[config.mk]
export PLATFORM = sky130hd
export DESIGN_NAME = transfer_sequencer_flat
export DESIGN_NICKNAME = d
export VERILOG_FILES = /design/src/rtl/transfer_sequencer_if.sv /design/src/rtl/transfer_sequencer.sv /design/src/flat_wrapper.sv
export SDC_FILE = /design/constraint.sdc
export NUM_CORES = 1
export LEC_CHECK = 0
export CORE_UTILIZATION = 40
export CTS_BUF_LIST = sky130_fd_sc_hd__clkbuf_8 sky130_fd_sc_hd__clkbuf_16
export DETAILED_ROUTE_END_ITERATION = 10
export PLACE_DENSITY_LB_ADDON = 0.12
export SYNTH_ARGS = -nofsm -noshare
export SYNTH_HDL_FRONTEND = slang
export SYNTH_SLANG_ARGS = --single-unit
[constraint.sdc]
create_clock -name clock -period 3.6 [get_ports clock]
set_clock_uncertainty 0.1 [all_clocks]
set_input_delay 0.72 -clock clock [delete_from_list [all_inputs] [get_ports clock]]
set_output_delay 0.72 -clock clock [all_outputs]
set_load 0.005 [all_outputs]
[src/rtl/transfer_sequencer_if.sv]
// rtl/transfer_sequencer_if.sv - request and memory-path signals of transfer_sequencer
interface transfer_sequencer_if #(
  parameter int ID_W  = 4,
  parameter int BAL_W = 16
);
  // request side
  logic             start;
  logic [ID_W-1:0]  sender_id;
  logic [ID_W-1:0]  receiver_id;
  logic [BAL_W-1:0] amount;
  logic             busy;
  logic             txn_done;
  logic             txn_ok;
  logic [1:0]       err_code;
  // memory_control side
  logic             mem_done;
  logic [BAL_W-1:0] rd_balance;
  logic             load_memory;
  logic [2:0]       process;
  logic [ID_W-1:0]  mem_addr;
  logic [BAL_W-1:0] wr_balance;

  // the sequencer itself
  modport slave (
    input  start, sender_id, receiver_id, amount, mem_done, rd_balance,
    output load_memory, process, mem_addr, wr_balance, busy, txn_done, txn_ok, err_code
  );

  // the environment: requester plus memory_control
  modport master (
    output start, sender_id, receiver_id, amount, mem_done, rd_balance,
    input  load_memory, process, mem_addr, wr_balance, busy, txn_done, txn_ok, err_code
  );
endinterface

[src/rtl/transfer_sequencer.sv]
// rtl/transfer_sequencer.sv - one debit/credit coin transfer per request; TXN_TIMEOUT_EN enables the write watchdog
module transfer_sequencer #(
  parameter int ID_W      = 4,
  parameter int BAL_W     = 16,
  parameter int LOAD_WAIT = 10,
  parameter int TIMEOUT   = 64
) (
  input  logic                 clock,
  input  logic                 resetn,
  transfer_sequencer_if.slave  bus
);

`ifdef TXN_TIMEOUT_EN
  localparam bit WDOG_EN = 1'b1;
`else
  localparam bit WDOG_EN = 1'b0;
`endif

  localparam int LW_W = $clog2(LOAD_WAIT + 1);
  localparam int WD_W = $clog2(TIMEOUT + 1);

  // state encoding doubles as the process code seen by memory_control
  typedef enum logic [2:0] {
    IDLE    = 3'b000,
    LOAD_S  = 3'b001,
    CALC_S  = 3'b010,
    LOAD_R  = 3'b011,
    COMMIT  = 3'b100,
    WAIT_WR = 3'b101,
    CALC_R  = 3'b110,
    FINISH  = 3'b111
  } state_t;

  state_t           state_q;
  logic [ID_W-1:0]  sender_q;
  logic [ID_W-1:0]  receiver_q;
  logic [BAL_W-1:0] amount_q;
  logic [BAL_W-1:0] rd_q;
  logic             funds_ok_q;
  logic             phase_q;      // 0: sender access, 1: receiver access
  logic [LW_W-1:0]  cnt_q;
  logic [WD_W-1:0]  wd_q;
  logic             load_memory_q;
  logic [ID_W-1:0]  mem_addr_q;
  logic [BAL_W-1:0] wr_balance_q;
  logic             busy_q;
  logic             txn_done_q;
  logic             txn_ok_q;
  logic [1:0]       err_q;

  logic             funds_ok_d;
  logic [BAL_W-1:0] debit_d;
  logic [BAL_W-1:0] credit_d;

  assign funds_ok_d = (rd_q >= amount_q);
  assign debit_d    = rd_q - amount_q;
  assign credit_d   = rd_q + amount_q;   // wraps; total supply stays below 2^BAL_W

  // transfer sequencing FSM with registered outputs
  always_ff @(posedge clock) begin
    if (!resetn) begin
      state_q       <= IDLE;
      sender_q      <= '0;
      receiver_q    <= '0;
      amount_q      <= '0;
      rd_q          <= '0;
      funds_ok_q    <= 1'b0;
      phase_q       <= 1'b0;
      cnt_q         <= '0;
      wd_q          <= '0;
      load_memory_q <= 1'b0;
      mem_addr_q    <= '0;
      wr_balance_q  <= '0;
      busy_q        <= 1'b0;
      txn_done_q    <= 1'b0;
      txn_ok_q      <= 1'b0;
      err_q         <= 2'b00;
    end else begin
      load_memory_q <= 1'b0;
      txn_done_q    <= 1'b0;
      case (state_q)
        IDLE: begin
          if (bus.start && bus.mem_done) begin
            sender_q   <= bus.sender_id;
            receiver_q <= bus.receiver_id;
            amount_q   <= bus.amount;
            busy_q     <= 1'b1;
            txn_ok_q   <= 1'b0;
            err_q      <= 2'b00;
            funds_ok_q <= 1'b0;
            phase_q    <= 1'b0;
            if (bus.sender_id == bus.receiver_id) begin
              // self-transfer is rejected without touching memory
              err_q   <= 2'b10;
              state_q <= FINISH;
            end else begin
              mem_addr_q    <= bus.sender_id;
              load_memory_q <= 1'b1;
              cnt_q         <= '0;
              state_q       <= LOAD_S;
            end
          end
        end
        LOAD_S, LOAD_R: begin
          if (cnt_q == LW_W'(LOAD_WAIT - 1)) begin
            rd_q    <= bus.rd_balance;
            cnt_q   <= '0;
            state_q <= (state_q == LOAD_S) ? CALC_S : CALC_R;
          end else begin
            cnt_q <= cnt_q + 1'b1;
          end
        end
        CALC_S: begin
          // short funds still write back the old balance to release memory_control
          wr_balance_q <= funds_ok_d ? debit_d : rd_q;
          funds_ok_q   <= funds_ok_d;
          state_q      <= COMMIT;
        end
        CALC_R: begin
          wr_balance_q <= credit_d;
          state_q      <= COMMIT;
        end
        COMMIT: begin
          wd_q    <= '0;
          state_q <= WAIT_WR;
        end
        WAIT_WR: begin
          if (bus.mem_done) begin
            wd_q <= '0;
            if (!phase_q && funds_ok_q) begin
              phase_q       <= 1'b1;
              mem_addr_q    <= receiver_q;
              load_memory_q <= 1'b1;
              cnt_q         <= '0;
              state_q       <= LOAD_R;
            end else begin
              err_q   <= phase_q ? 2'b00 : 2'b01;
              state_q <= FINISH;
            end
          end else if (WDOG_EN && (wd_q == WD_W'(TIMEOUT - 1))) begin
            wd_q    <= '0;
            err_q   <= 2'b11;
            state_q <= FINISH;
          end else if (WDOG_EN) begin
            wd_q <= wd_q + 1'b1;
          end
        end
        FINISH: begin
          txn_done_q <= 1'b1;
          txn_ok_q   <= (err_q == 2'b00);
          busy_q     <= 1'b0;
          state_q    <= IDLE;
        end
        default: state_q <= IDLE;
      endcase
    end
  end

  assign bus.load_memory = load_memory_q;
  assign bus.process     = state_q;
  assign bus.mem_addr    = mem_addr_q;
  assign bus.wr_balance  = wr_balance_q;
  assign bus.busy        = busy_q;
  assign bus.txn_done    = txn_done_q;
  assign bus.txn_ok      = txn_ok_q;
  assign bus.err_code    = err_q;

endmodule
[src/flat_wrapper.sv]
// flat-port wrapper written by rule: the top's interface ports become plain ports
module transfer_sequencer_flat 
#(
  parameter int ID_W      = 4,
  parameter int BAL_W     = 16,
  parameter int LOAD_WAIT = 10,
  parameter int TIMEOUT   = 64
)
  (clock, resetn, bus_start, bus_sender_id, bus_receiver_id, bus_amount, bus_mem_done, bus_rd_balance, bus_load_memory, bus_process, bus_mem_addr, bus_wr_balance, bus_busy, bus_txn_done, bus_txn_ok, bus_err_code);
  transfer_sequencer_if #(.ID_W(ID_W), .BAL_W(BAL_W)) bus_i ();
  input  logic clock;
  input  logic resetn;
  input wire logic [$bits(bus_i.start)-1:0] bus_start;
  input wire logic [$bits(bus_i.sender_id)-1:0] bus_sender_id;
  input wire logic [$bits(bus_i.receiver_id)-1:0] bus_receiver_id;
  input wire logic [$bits(bus_i.amount)-1:0] bus_amount;
  input wire logic [$bits(bus_i.mem_done)-1:0] bus_mem_done;
  input wire logic [$bits(bus_i.rd_balance)-1:0] bus_rd_balance;
  output wire logic [$bits(bus_i.load_memory)-1:0] bus_load_memory;
  output wire logic [$bits(bus_i.process)-1:0] bus_process;
  output wire logic [$bits(bus_i.mem_addr)-1:0] bus_mem_addr;
  output wire logic [$bits(bus_i.wr_balance)-1:0] bus_wr_balance;
  output wire logic [$bits(bus_i.busy)-1:0] bus_busy;
  output wire logic [$bits(bus_i.txn_done)-1:0] bus_txn_done;
  output wire logic [$bits(bus_i.txn_ok)-1:0] bus_txn_ok;
  output wire logic [$bits(bus_i.err_code)-1:0] bus_err_code;
  assign bus_i.start = bus_start;
  assign bus_i.sender_id = bus_sender_id;
  assign bus_i.receiver_id = bus_receiver_id;
  assign bus_i.amount = bus_amount;
  assign bus_i.mem_done = bus_mem_done;
  assign bus_i.rd_balance = bus_rd_balance;
  assign bus_load_memory = bus_i.load_memory;
  assign bus_process = bus_i.process;
  assign bus_mem_addr = bus_i.mem_addr;
  assign bus_wr_balance = bus_i.wr_balance;
  assign bus_busy = bus_i.busy;
  assign bus_txn_done = bus_i.txn_done;
  assign bus_txn_ok = bus_i.txn_ok;
  assign bus_err_code = bus_i.err_code;
  transfer_sequencer #(.ID_W(ID_W), .BAL_W(BAL_W), .LOAD_WAIT(LOAD_WAIT), .TIMEOUT(TIMEOUT)) u_core (.clock(clock), .resetn(resetn), .bus(bus_i));
endmodule
---- Yosys cells after proc, flatten, opt, wreduce, memory -nomap -nowiden ----
Index checks and enable logic that the tools add are counted.
storage, ports and cells
  register bits after elaboration ......... 71
  bits of input ports ..................... 44
  output and inout bits ................... 29
  logic and storage cells ................. 94
operators by class
  $add $sub $neg .......................... 3
  order comparisons ....................... 1
  equal/unequal tests ..................... 15
  muxes and demuxes ....................... 40
  reductions and logical operators ........ 21
operators with widths
  operator               number
  $mux W4                9
  $pmux W16 S2           1
  $mux W3                6
  $pmux W3 S6            1
  $add A16 B16 Y16       1
  $ge A16 B16 Y1         1
  $mux W16               1
  $sub A16 B16 Y16       1
  $eq A3 B3 Y1 const B   4
  $pmux W4 S3            1
  $mux W1                10
  $pmux W1 S2            5
  $reduce_and A5 Y1      2
  $mux W2                4
  $pmux W4 S2            1
  $reduce_and A2 Y1      4
  $reduce_and A4 Y1      2
  $reduce_bool A2 Y1     4
  $eq A3 B2 Y1 const B   2
  $ne A2 B1 Y1 const B   3
  $ne A2 B2 Y1 const B   3
  $add A4 B1 Y4 const B  1
  $eq A4 B4 Y1           1
  $eq A4 B4 Y1 const B   1
  other kinds (9)        11

---- Logic depth before layout (Yosys ltp) ----
Gate-level depths: netlist (run 1).
  depth in word-level cells ............... 5
  mapped depth ............................ 12
  mapped depth without buffers ............ 11

---- Worst setup path after synthesis (run 1) ----
Ideal clock, no wire load.
  path kind ............................... register to register
  from .................................... register u_core.rd_q[0]
  to ...................................... register u_core.wr_balance_q[8], in the netlist u_core.bus.wr_balance[8]
  library setup time ...................... 128 ps
  arrival ................................. 2445 ps
  required time ........................... 3372 ps
  path slack .............................. 927 ps
  cell stages (with the launch flop) ...... 13
  buffers on the path ..................... 1
  period minus slack after synthesis ...... 2673 ps
  path through ............................ dfxtp_1 -> inv_1 -> ha_1 -> fa_1 -> nand2b_1 -> a21oi_2 -> o21ai_2 -> a31oi_4 -> buf_6 -> mux2i_1 -> nor2_1 -> a221oi_2 -> nor2_1
between the ends
  cells in the longest elaborated chain, start to end .. 3
  elaborated cells on any way between the ends .. 5
  those cells by class .................... 2 x add/sub; 1 x order compare; 2 x mux
ends and longest elaborated chain
  what                                                       RTL line                                            text
  start, declared                                            transfer_sequencer.sv:38                            logic [BAL_W-1:0] rd_q;
  start signal, assigned                                     transfer_sequencer.sv:106                           rd_q <= bus.rd_balance;
  $sub A16 B16 Y16 / $ge A16 B16 Y1 (equally long branches)  transfer_sequencer.sv:56, transfer_sequencer.sv:55
  $mux W16                                                   transfer_sequencer.sv:115                           wr_balance_q <= funds_ok_d ? debit_d : rd_q;
  $pmux W16 S2 (*)                                           transfer_sequencer.sv:81                            case (state_q)
  end signal, assigned                                       transfer_sequencer.sv:115
  end signal, assigned                                       transfer_sequencer.sv:120                           wr_balance_q <= credit_d;
  end, declared                                              transfer_sequencer.sv:45                            logic [BAL_W-1:0] wr_balance_q;
Mark *: on every way between the ends. The rest lies on a longest branch, timed or not.
A chain may end at the register's enable or synchronous reset.

---- Worst setup path in the final report (run 1) ----
  from .................................... register u_core.rd_q[0]
  to ...................................... register u_core.wr_balance_q[11], in the netlist u_core.bus.wr_balance[11]
Same word-level chain as after synthesis.

==> results of run 1 <==
==> cells by family (layout without fill, tap and decap cells) <==
| group | Yosys count | count (layout) | share of synthesized area |
|---|---|---|---|
| and+or+nand+nor | 196 | 196 | 0.1921 |
| AOI/OAI and AO/OA | 163 | 163 | 0.2298 |
| DFF | 71 | 71 | 0.3056 |
| buffers and inverters | 63 | 131 | 0.06188 |
| adders and majority gates | 35 | 35 | 0.09739 |
| xor gates and xnor gates | 28 | 28 | 0.05273 |
| muxes | 28 | 28 | 0.06053 |
==> critical path, cell delays in order, from the launching register on <==
cell	delay, ns
dfxtp_1	0.37
inv_1	0.06
ha_1	0.23
fa_1	0.45
nand2b_1	0.18
a21oi_2	0.24
o21ai_2	0.12
a31oi_4	0.36
and2_1	0.38
o311ai_0	0.25
a31oi_1	0.20
==> synth_stat cells (all sizes together) (2+ instances only) <==
cell,count
and3,2
nand3,7
or2,3
nand2b,8
nor4,5
a22oi,4
dfxtp,71
o21ba,2
a21o,6
a221oi,5
nor2b,8
nand2,67
buf,14
and2,2
o311ai,2
ha,33
xnor2,19
mux2i,27
a22o,5
o21a,4
inv,32
nor2,68
o21ai,31
nand4,4
nand3b,3
a21oi,66
or3,3
a222oi,2
xor2,9
fa,2
a211oi,7
a31oi,8
o21bai,4
o211ai,4
clkbuf,17
nor3,10
o221ai,3
==> per-layer routing <==
metal,wire length [um],GRT usage,up-vias,share of wire
met5,0,0,-,0
met4,148,0.06095,0,0.012
met3,765,0.04505,13,0.061
met2,5759,0.3491,120,0.46
met1,5967,0.3007,2035,0.47
li1,-,-,2177,-
==> power by group through the flow <==
stage | Sequential, mW | Combinational (mW) | Clock, mW
after detailed placement | 1.01 | 1.32 | 0
after global placement | 1.01 | 1.31 | 0
after floorplan | 0.974 | 0.934 | 0
after CTS | 0.992 | 1.33 | 0.972
final | 0.993 | 1.33 | 0.949
after global routing | 1.01 | 1.46 | 1.01
==> metrics by stage <==
stage                     total power [mW]  setup slack, ns
after floorplan                      1.908           0.9274
after global placement               2.314           0.6321
after detailed placement             2.324           0.5983
after CTS                            3.290           0.5740
after global routing                 3.483           0.3485
final                                3.268           0.5879
==> cell type report <==
type                    instances  area (um^2)
clock buffers                   9        225.2
clock inverters                 6        86.33
fillers                      1112         5580
inverters                      32        120.1
multi-input cells             450         2947
flip-flops and latches         71         1421
well taps                     143        178.9
repair buffers                 84        810.8
==> how the worst min path moves through the flow <==
stage / slack (ns) / endpoint / cells after the start
2_1_floorplan: 0.34 / u_core.amount_q[15]$_SDFFE_PN0P_ / 2
3_3_place_gp: 0.34 / u_core.bus.wr_balance[0]$_SDFFE_PN0P_ / 2
3_5_place_dp: 0.35 / u_core.amount_q[15]$_SDFFE_PN0P_ / 2
4_1_cts: 0.36 / u_core.amount_q[15]$_SDFFE_PN0P_ / 2
5_1_grt: 0.38 / u_core.bus.busy$_SDFFE_PN0P_ / 2
6_report: 0.35 / u_core.amount_q[15]$_SDFFE_PN0P_ / 2
==> sequential cells by signal (all words and copies together) (netlist names) <==
name / flops
u_core.bus.wr_balance: 16
u_core.receiver_q: 4
u_core.rd_q: 16
u_core.bus.load_memory: 1
u_core.bus.busy: 1
u_core.phase_q: 1
u_core.bus.txn_ok: 1
u_core.funds_ok_q: 1
u_core.bus.err_code: 2
u_core.bus.process: 3
u_core.amount_q: 16
u_core.bus.txn_done: 1
u_core.bus.mem_addr: 4
u_core.cnt_q: 4
==> reports/qor.yml, run 1 <==
routed_wl_um: 12640
leakage_nw: 2.190
num_antenna_cells: 0
whs_ns: 0.3549
yosys_most_used_dff: "dfxtp_1"
vias_per_cell: 5.465
reg2reg_depth: 10
worst_pin_slew_ns: 0.6657
ir_worst_vdd_mv: 0.3408
cp_max_fo: 10
final_cell_count_no_fill: 795
antenna_found_initial: 0
grtUsageTotal: 0.2201
synthArstFlopShare: 0
power_density_nw_per_um2: 564.4
ys_seq_elements: 71
grt_pass1_wl_um: 20190
slew_headroom: 0.5546
cts_hold_buffers: 0
p_seq_frac: 0.304
synth_area_um2: 4651
clk_pin_slew_worst_paths_ns: 0.06
min_from: "u_core.amount_q[15]$_SDFFE_PN0P_"
ys_types: 70
area_delta_synth_final_pct: 24.48
intPower_mw: 2.095
grt_pass1_vias: 4039
r2r-start: "u_core.rd_q[0]$_SDFFE_PN0P_"
drive_above_1_share: 0.07362
ctsResizeCount: 0
gp_congestion: 0.8987
synth.top_cells.by_area: "dfxtp_1 (31%), ha_1 (8.9%), a21oi_1 (6.9%)"
placed_cells: 780
status: "complete, no violations"
switchingPower_mw: 1.172
tns_ns: 0
synth_cells: 584
cts_buffers: 9
r2r-end: "u_core.bus.wr_balance[11]$_SDFFE_PN0P_"
insertion_delay_ns: 0.34
yosysSeqAreaShare: 0.3056
cts.sinks: 71
worst-setup-path-type: "flop to flop"
maxCapViolCount: 0
period_needed_ns: 3.012
cp-endpoint: "u_core.bus.wr_balance[11]$_SDFFE_PN0P_"
post_drt_wl_per_cell_um: 15.90
synth_top_area_share: 0.3056
p_comb_frac: 0.406
mostFrequentLayoutCell: "clkdlybuf4s50_1"
vias: 4345
worstSetupEndpointType: "flop"
clockPowerShare: 0.290
slew_violations: 0
cp-startpoint: "u_core.rd_q[0]$_SDFFE_PN0P_"
synth_enable_flop_cells: 0
dpl-instance-area_um2: 5478
fin_area_um2: 5789
drt_iter0_markers: 251
hpwl_um: 9475
cts.path.max_buffers: 2
period_share: 0.8367
grt_max_degree: 41
die-area_um2: 12060
first_pass_iters: 5
ff2ff_setup_slack_ns: 0.59
setup_viol: 0
io_pins: 73
antenna_left: 0
overflow: 0
port_buffers: 72
swShare: 0.3587
rows: 39
post-route-util: 0.5092
coreArea_um2: 11370
crit_required_ns: 3.76
drc: 0
grt_setup_unrepaired: "no"
htreeDepth: 3
layout_common_cells: "clkdlybuf4s50_1 (72), dfxtp_1 (71), nand2_1 (67)"
tritoncts: "done"
initial_core_util: 0.4090
hold_viol_final: 0
fmax_mhz: 332.0
synth_top_cell_by_area: "dfxtp_1"
min_path_type: "flop to flop"
post_cts_buffers: 0
crit_arrival_ns: 3.17
root_buffer: "clkbuf_16"
synth_nets: 663
die_h_um: 109.8
dieWidth_um: 109.8
start_kind: "flop"
ys_warn_count: 0
synthesis.area_per_instance_um2: 7.964
final_nets: 727
(Power assumes the default switching activity.)
==> run 2, diff against run 1 <==
==> constraint.sdc (replaced) <==
create_clock -name clock -period 2.7 [get_ports clock]
set_clock_uncertainty 0.1 [all_clocks]
set_input_delay 0.54 -clock clock [delete_from_list [all_inputs] [get_ports clock]]
set_output_delay 0.54 -clock clock [all_outputs]
set_load 0.005 [all_outputs]
==> run 2 against run 1 <==
First-iteration DRC count decreased by 27%. Sequential power up 30%. Fmax is 18% higher. Register-to-register slack got worse by 0.44 ns. Hold slack about the same. Total power increased by 38%. Utilization grew 4.0 points. Clock power increased by 26%. Sequential share of layout area shrank 1.7 points. Clock-buffer cell count increased by 1. Cell count increased by 5.0%.
==> reports/qor.yml, run 2 (synthesis results as in run 1) <==
final_nets: 766  # was 727
power_density_nw_per_um2: 720.8  # was 564.4 nW/um^2
period_share: 0.9465  # was 0.8367
cts_buffers: 9  # unchanged
cts.sinks: 71  # unchanged
area_delta_synth_final_pct: 34.14  # was 24.48%
drive_above_1_share: 0.1633  # was 0.07362
ir_worst_vdd_mv: 0.5102  # was 0.3408 mV
min_path_type: "flop to flop"  # unchanged
slew_violations: 0  # unchanged
crit_required_ns: 2.81  # was 3.76 ns
mostFrequentLayoutCell: "clkdlybuf4s50_1"  # unchanged
num_antenna_cells: 0  # unchanged
htreeDepth: 3  # unchanged
antenna_found_initial: 0  # unchanged
use_met1: 0.3191  # was 0.3007
dpl-instance-area_um2: 5761  # was 5478 um^2
grt_pass1_wl_um: 21840  # was 20190 um
worst_pin_slew_ns: 0.7533  # was 0.6657 ns
regArea_um2: 1424  # was 1421 um^2
drt_iter0_markers: 182  # was 251
period_needed_ns: 2.556  # was 3.012 ns
dieWidth_um: 109.8  # unchanged
fillers: 1115  # was 1112
worst-setup-path-type: "flop to flop"  # unchanged
grt_pass1_vias: 4327  # was 4039
fmax_mhz: 391.3  # was 332.0 MHz
start_kind: "flop"  # unchanged
routed_wl_um: 13710  # was 12640 um
slew_headroom: 0.4959  # was 0.5546
grt.met2_usage: 0.3920  # was 0.3491
worst_slack_ns: 0.1444  # was 0.5879 ns
status: "complete, no violations"  # unchanged
insertion_delay_ns: 0.35  # was 0.34 ns
multi_input_area_um2: 3092  # was 2947 um^2
overflow: 0  # unchanged
grtUsageTotal: 0.2419  # was 0.2201
leakage_nw: 2.415  # was 2.190 nW
vias: 4472  # was 4345
setup_viol: 0  # unchanged
first_pass_iters: 5  # unchanged
grt_busiest_layer: "met2"  # unchanged
io_pins: 73  # unchanged
maxCapViolCount: 0  # unchanged
grt_max_degree: 43  # was 41
rows: 39  # unchanged
die-area_um2: 12060  # unchanged
post_drt_wl_per_cell_um: 16.41  # was 15.90 um
coreArea_um2: 11370  # unchanged
hpwl_um: 10520  # was 9475 um
gp_congestion: 0.8820  # was 0.8987
drc: 0  # unchanged
root_buffer: "clkbuf_16"  # unchanged
layout_common_cells: "clkdlybuf4s50_1 (72), dfxtp_1 (69), nand2_1 (67)"  # was clkdlybuf4s50_1 (72), dfxtp_1 (71), nand2_1 (67)
dp_slack_ns: -0.03858  # was 0.5983 ns
fin_area_um2: 6238  # was 5789 um^2
clk_pin_slew_worst_paths_ns: 0.06  # about the same
initial_core_util: 0.4090  # unchanged
cp_max_fo: 6  # was 10
vias_per_cell: 5.356  # was 5.465
hold_viol_final: 0  # unchanged
crit_arrival_ns: 2.67  # was 3.17 ns
cts.path.max_buffers: 2  # unchanged
port_buffers: 72  # unchanged
worstSetupEndpointType: "flop"  # unchanged
antenna_left: 0  # unchanged
die_h_um: 109.8  # unchanged
tritoncts: "done"  # unchanged
gr-usage-met3: 0.05157  # was 0.04505
-- run 2: worst max-delay path: stages (launching register included) --
cell and delay (ns):
dfxtp_2 0.33, inv_1 0.04, ha_1 0.22, fa_2 0.41
nand2b_4 0.16, a21oi_2 0.17, o21ai_2 0.09, a31oi_4 0.22
nor2_1 0.09, buf_4 0.16, a222oi_1 0.26, o221ai_1 0.16
-- run 2: final cells by class --
type | count | area share
Timing Repair Buffer | 123 | 0.1801
Sequential cell | 71 | 0.2282
Multi-Input combinational cell | 450 | 0.4956
Tap cell | 143 | 0.02868
Inverter | 32 | 0.01925
Clock buffer | 10 | 0.03831
Clock inverter | 6 | 0.009828
-- run 2: layer usage --
layer / routed length [um] / vias up
met3: 623 / 10
met5: 0 / -
li1: - / 2252
met2: 6452 / 86
met4: 159 / 0
met1: 6471 / 2124
-- run 2: through the flow --
step	TNS (ns)	hold WS, ns	std cells	util	power, mW
after global routing	-0.003174	0.3865	835	0.5487	4.788
after floorplan	0	0.3363	584	-	2.544
after detailed placement	-0.04130	0.3477	816	0.5067	3.243
final	0	0.3546	835	0.5487	4.497
after global placement	0	0.3374	816	0.5067	3.225
after CTS	-0.02219	0.3579	832	0.5336	4.475
-- run 2: final timing paths --
check	startpoint	to	slack [ns]	cells past startpoint
min	u_core.receiver_q[2]$_SDFFE_PN0P_	u_core.receiver_q[2]$_SDFFE_PN0P_	0.35	2
min reg2reg	u_core.receiver_q[2]$_SDFFE_PN0P_	u_core.receiver_q[2]$_SDFFE_PN0P_	0.35	2
max reg2reg	u_core.rd_q[0]$_SDFFE_PN0P_	u_core.bus.wr_balance[13]$_SDFFE_PN0P_	0.14	11
max	u_core.rd_q[0]$_SDFFE_PN0P_	u_core.bus.wr_balance[13]$_SDFFE_PN0P_	0.14	11
-- run 2: repair_timing --
action	in CTS	in global routing
setup endpoints to repair	3	15
endpoints found under the hold margin	0	0
setup buffers	0	3
resized for setup	1	33
hold buffers	0	0
pin swaps	0	12
-- run 2: power breakdown --
group,switching (mW),internal (mW)
Sequential,0.103,1.19
Clock,0.466,0.736
Combinational,1.05,0.947
